==> src/rtl/coffee_vend_ctrl_pkg.sv <==
// coffee_vend_ctrl_pkg: shared state encoding, widths and drink pricing helper
package coffee_vend_ctrl_pkg;
  localparam int CRED_W = 4;
  localparam int TMR_W = 24;
  localparam logic [1:0] DRINK0 = 2'd0;
  localparam logic [1:0] DRINK1 = 2'd1;
  localparam logic [1:0] DRINK2 = 2'd2;
  localparam logic [1:0] DRINK3 = 2'd3;
  typedef enum logic [2:0] {IDLE, CHECK, GRIND, BREW, POUR, CHANGE} state_t;
  function automatic logic [CRED_W-1:0] price_of(input logic [1:0] d, input logic [CRED_W-1:0] p0, p1, p2, p3);
    return d == DRINK0 ? p0 : d == DRINK1 ? p1 : d == DRINK2 ? p2 : d == DRINK3 ? p3 : p0;
  endfunction
endpackage

==> src/rtl/coffee_vend_ctrl_phase_timer.sv <==
// coffee_vend_ctrl_phase_timer: loadable down-counter, done while the last cycle of a phase is running
module coffee_vend_ctrl_phase_timer
  import coffee_vend_ctrl_pkg::*;
(
  input  logic             clk,
  input  logic             reset_n,
  input  logic             load,
  input  logic [TMR_W-1:0] load_val,
  output logic             done
);
  logic [TMR_W-1:0] cnt;
  always_ff @(posedge clk or negedge reset_n) begin
    if (!reset_n) cnt <= '0;
    else if (load) cnt <= load_val;
    else if (cnt != '0) cnt <= cnt - 1'b1;
  end
  assign done = cnt == TMR_W'(1);
endmodule

==> src/rtl/coffee_vend_ctrl.sv <==
// coffee_vend_ctrl: vending sequencer (price check, grind/brew/pour, change); CUP_SENSE_EN enables cup sensing
module coffee_vend_ctrl
  import coffee_vend_ctrl_pkg::*;
#(
  parameter int unsigned PRICE0    = 3,
  parameter int unsigned PRICE1    = 4,
  parameter int unsigned PRICE2    = 5,
  parameter int unsigned PRICE3    = 7,
  parameter int unsigned GRIND_CYC = 5000000,
  parameter int unsigned BREW_CYC  = 20000000,
  parameter int unsigned POUR_CYC  = 10000000
) (
  input  logic              clk,
  input  logic              reset_n,
  input  logic [CRED_W-1:0] credit,
  input  logic              sel_valid,
  input  logic [1:0]        sel_drink,
  input  logic              cancel,
  input  logic              cup_present,
  output logic              clr_credit,
  output logic              grind_on,
  output logic              brew_on,
  output logic              pour_on,
  output logic              change_vld,
  output logic [CRED_W-1:0] change_amt,
  output logic              err_funds,
  output logic              busy
);
  state_t state;
  logic [CRED_W-1:0] lat_credit, price;
  logic [1:0] lat_drink;
  logic cup_ok, funds_ok, tmr_load, tmr_done;
  logic [TMR_W-1:0] tmr_val;
`ifdef CUP_SENSE_EN
  assign cup_ok = cup_present;
`else
  logic unused_cup;
  assign unused_cup = cup_present;
  assign cup_ok = 1'b1;
`endif
  assign price = price_of(lat_drink, CRED_W'(PRICE0), CRED_W'(PRICE1), CRED_W'(PRICE2), CRED_W'(PRICE3));
  assign funds_ok = lat_credit >= price;
  // the single timer is reloaded on the same edge that enters the next phase
  assign tmr_load = (state == CHECK && funds_ok && cup_ok) || ((state == GRIND || state == BREW) && tmr_done);
  assign tmr_val = state == CHECK ? TMR_W'(GRIND_CYC) : state == GRIND ? TMR_W'(BREW_CYC) : TMR_W'(POUR_CYC);
  coffee_vend_ctrl_phase_timer u_timer (
    .clk      (clk),
    .reset_n  (reset_n),
    .load     (tmr_load),
    .load_val (tmr_val),
    .done     (tmr_done)
  );
  always_ff @(posedge clk or negedge reset_n) begin
    if (!reset_n) begin
      state      <= IDLE;
      lat_credit <= '0;
      lat_drink  <= '0;
      clr_credit <= 1'b0;
      grind_on   <= 1'b0;
      brew_on    <= 1'b0;
      pour_on    <= 1'b0;
      change_vld <= 1'b0;
      change_amt <= '0;
      err_funds  <= 1'b0;
      busy       <= 1'b0;
    end else begin
      clr_credit <= 1'b0;
      change_vld <= 1'b0;
      err_funds  <= 1'b0;
      case (state)
        IDLE: begin
          if (sel_valid) begin
            lat_credit <= credit;
            lat_drink  <= sel_drink;
            state      <= CHECK;
            busy       <= 1'b1;
          end else if (cancel) begin
            change_amt <= credit;
            change_vld <= 1'b1;
            clr_credit <= 1'b1;
          end
        end
        CHECK: begin
          if (!funds_ok) begin
            err_funds <= 1'b1;
            state     <= IDLE;
            busy      <= 1'b0;
          end else if (cup_ok) begin
            clr_credit <= 1'b1;
            change_amt <= lat_credit - price;
            grind_on   <= 1'b1;
            state      <= GRIND;
          end else if (cancel) begin
            change_amt <= credit;
            change_vld <= 1'b1;
            clr_credit <= 1'b1;
            state      <= IDLE;
            busy       <= 1'b0;
          end
        end
        GRIND: if (tmr_done) begin
          grind_on <= 1'b0;
          brew_on  <= 1'b1;
          state    <= BREW;
        end
        BREW: if (tmr_done) begin
          brew_on <= 1'b0;
          pour_on <= 1'b1;
          state   <= POUR;
        end
        POUR: if (tmr_done || !cup_ok) begin
          pour_on    <= 1'b0;
          change_vld <= 1'b1;
          state      <= CHANGE;
        end
        default: begin
          state <= IDLE;
          busy  <= 1'b0;
        end
      endcase
    end
  end
endmodule

==> config.mk <==
export PLATFORM = sky130hd
export DESIGN_NAME = coffee_vend_ctrl
export DESIGN_NICKNAME = d
export VERILOG_FILES = /design/src/rtl/coffee_vend_ctrl_pkg.sv /design/src/rtl/coffee_vend_ctrl_phase_timer.sv /design/src/rtl/coffee_vend_ctrl.sv
export SDC_FILE = /design/constraint.sdc
export NUM_CORES = 1
export LEC_CHECK = 0
export BUFFER_PORTS_ARGS = -buffer_cell sky130_fd_sc_hd__clkbuf_2
export CELL_PAD_IN_SITES_DETAIL_PLACEMENT = 0
export CELL_PAD_IN_SITES_GLOBAL_PLACEMENT = 1
export CORE_MARGIN = 1
export CORE_UTILIZATION = 35
export DETAILED_ROUTE_END_ITERATION = 7
export HOLD_SLACK_MARGIN = 0.1
export PLACE_DENSITY = 0.65
export SETUP_SLACK_MARGIN = 0.3
export SYNTH_ARGS = -nofsm -noshare
export SYNTH_HDL_FRONTEND = slang
export SYNTH_SLANG_ARGS = --single-unit
==> constraint.sdc <==
create_clock -name clk -period 3.33 [get_ports clk]
set_input_delay 0.666 -clock clk [delete_from_list [all_inputs] [get_ports clk]]
set_output_delay 0.666 -clock clk [all_outputs]
set_load 0.005 [all_outputs]
==> metrics.txt <==
Cell variety after synth between 40 and 50; failing checks design-rule violations; NetSw 0.8902 mW; share of layout cells above drive strength 1 approximately 16%; synthesis-to-finish area growth 13.73%; CP Data Required Time 3.49 ns; clock power share between 10% and 20%; slowest stage delay, CP 0.52 ns; Pwr per Cell Area 848.9 nW/um^2; most frequent cells in the layout dfrtp_1, nand2_1, clkbuf_2; setup TNS 0 ns; Via Count 1901; drt via density 5.401; Post-Route WL 5569 microns; worst hold path class input port to async pin; worst setup path class flop to flop; Most Crowded Layer GR met2; CP max-delay cell nor2_1; M2 GR Usage 27.05%; area leader, netlist dfrtp_1; Placer Congestion 0.8396; pin count of the biggest net entering global routing 29; CP endpoint kind flop; Final setup viols 0; CTS root buf clkbuf_8; post-CTS resize count 0; RSZ-0062 raised after global routing false; Synth Instances roughly 250; Iter 0 DRT Violations 161; Fin. Hold Viols 0; I/O Pins 22; TritonCTS clock tree yes; Num CTS Buffers 5; layout net count approximately 290; I/O Buffers 20; Startpoint Class flop; Post-CTS Setup Inserts 0; combinational share of power 39.8%; grt ovf 0; syn nets between 200 and 300; post-synth top area share 45.93%; syn avg cell area 9.628 sq um; clock transition at the registers of the reported paths 0.09 ns; Ys Warns 0; Main synth FF type dfrtp_1; Die ar. 7184 sq um; Final Instance Area 2726 sq um; placed cell areas 2605 sq um; Die W 84.76 microns; EDFF count, synth 0; Area contributors post-synth dfrtp_1, xnor2_1, o21ai_0, ha_1, nand2_1; met3 Use GR 3.048%; Sw Ratio about two fifths; initial antenna violation count 0; VDD IR max 0.2350 mV; Int Pwr around 1.4 mW; critical path peak fanout 6; CP cell instances inv_1 -> ha_1 -> inv_1 -> fa_1 -> a21bo_2 -> a211o_1 -> nor2b_1 -> nor2_1 -> o22ai_1; commonest non-fill, non-tap cell in the layout dfrtp_1; row cnt 29; Post-DRT Antenna Nets 0; die height 84.76 microns; post-DP HPWL 3975 microns; Synth Cell Area around 2400 sq um; ant diodes 0; Pleak 1.199 nW; Register Area 1101 sq um; count of final max-slew check failures 0; Setup Skew 0.01043 ns; max cap viols 0; DRC 3; core area 6495 sq um; multi-input logic area 1225 sq um; Yosys reg bits 44; slew of the pin with the lowest slew margin 0.7164 ns; Final Cycle Share 79.74%; Worst-Skew Late Latency around 0.3 ns; crit-path most repeated cell inv_1; WL/cell 15.82 microns; TritonCTS Sinks 44; first-pass GRT wire length 9908 microns; Fmax 376.6 MHz; Pre-antenna DRT Iters 6; Fill cells between 600 and 700; met1 Use GR 25.53%; initial core utilization a little under two fifths; crit path time final 2.655 ns; FFs w/ async S/R, synth 100.0%; Max Root-Sink Buffers 2; Slew HR 51.59%; Seq pwr share 41.2%; H-tree Lvls 2; Hold Buf Count CTS 0; vias in the first global route 1900; WP data arrival approximately 2.8 ns; post-synthesis sequential area ratio 45.93%; status complete, but fails checks; total track usage 17.44%
[per-stage QoR]
step / utilization [%] / hold slack [ns] / worst slack, ns / total power, mW / std cells
3_3_place_gp: 40.11 / 0.4658 / 0.7801 / 1.882 / 344
3_5_place_dp: 40.11 / 0.4716 / 0.7259 / 1.893 / 344
6_report: 41.98 / 0.3985 / 0.6746 / 2.315 / 352
2_1_floorplan: - / 0.3704 / 1.023 / 1.629 / 249
4_1_cts: 41.98 / 0.4251 / 0.6638 / 2.339 / 352
5_1_grt: 41.98 / 0.4530 / 0.5038 / 2.530 / 352
[cell usage after synthesis, types with 2 or more instances]
cell type and number:
nand3b_1 2, or3_1 4, nand4_1 3, o22ai_1 2, ha_1 7, nor2b_1 5, or4_1 2, a31o_2 2
inv_1 12, nand2_1 21, dfrtp_1 44, nand3_1 12, clkbuf_1 7, o31ai_1 4, o21a_1 2, a21oi_1 11
o21ai_0 19, xnor2_1 14, mux2i_1 2, nor3_1 15, a31oi_1 3, and3_1 3, nand2b_1 3, mux2_2 3
xor2_1 4, nor2_1 17, a22oi_1 4, nor4_1 2
[final timing paths]
| kind | start | endpoint | slack [ns] | cells after the start |
|---|---|---|---|---|
| max in group asynchronous | reset_n | u_timer.cnt[18]$_DFFE_PN0P_ | 2.22 | 2 |
| setup / recovery | lat_drink[0]$_DFFE_PN0P_ | u_timer.cnt[19]$_DFFE_PN0P_ | 0.67 | 9 |
| min in group clk | brew_on$_DFFE_PN0P_ | brew_on$_DFFE_PN0P_ | 0.49 | 2 |
| hold / removal | reset_n | lat_credit[0]$_DFFE_PN0P_ | 0.40 | 1 |
| hold reg to reg | brew_on$_DFFE_PN0P_ | brew_on$_DFFE_PN0P_ | 0.49 | 2 |
| setup reg to reg | lat_drink[0]$_DFFE_PN0P_ | u_timer.cnt[19]$_DFFE_PN0P_ | 0.67 | 9 |
[sequential cells by signal, summed over array words and instances (netlist names), 2 cells and up]
name and count:
change_amt 4, lat_credit 4, lat_drink 2, state 3, u_timer.cnt 24
[critical path, delay by kind of cell (launching register included)]
kind | cells | cell delay [ns]
AOI/OAI and AO/OA | 3 | 0.77
and+or+nand+nor | 2 | 0.73
adders and majority gates | 2 | 0.51
DFF | 1 | 0.36
buffers and inverters | 2 | 0.14
[kinds of logic after synthesis]
logic type      synth area share (%)
compound gates                 13.78
xor+xnor                       6.576
fa+ha+maj                      4.488
buf+inv                        2.975
flops                          45.93
mux                            2.244
simple gates                   24.01
[power groups by stage]
stage	logic, mW	clock network, mW	registers, mW
2_1_floorplan	0.717	0	0.912
3_3_place_gp	0.922	0	0.960
3_5_place_dp	0.932	0	0.962
4_1_cts	0.938	0.447	0.954
5_1_grt	1.07	0.472	0.989
6_report	0.922	0.438	0.954
[layout make-up]
type | instances | share of cell area, %
clock buffer | 6 | 3.029
clock inverter | 2 | 1.423
inverter | 12 | 1.652
multi-input combinational | 186 | 44.93
sequential | 44 | 40.39
tap | 77 | 3.534
timing repair buffer | 25 | 5.048
[routing by layer]
layer	part of all wire [%]	wire length [microns]
met5	0	0
met4	0.52	29
met3	4.0	221
met2	44	2470
met1	51	2847
Note: power is estimated with default switching activity, not from simulation.
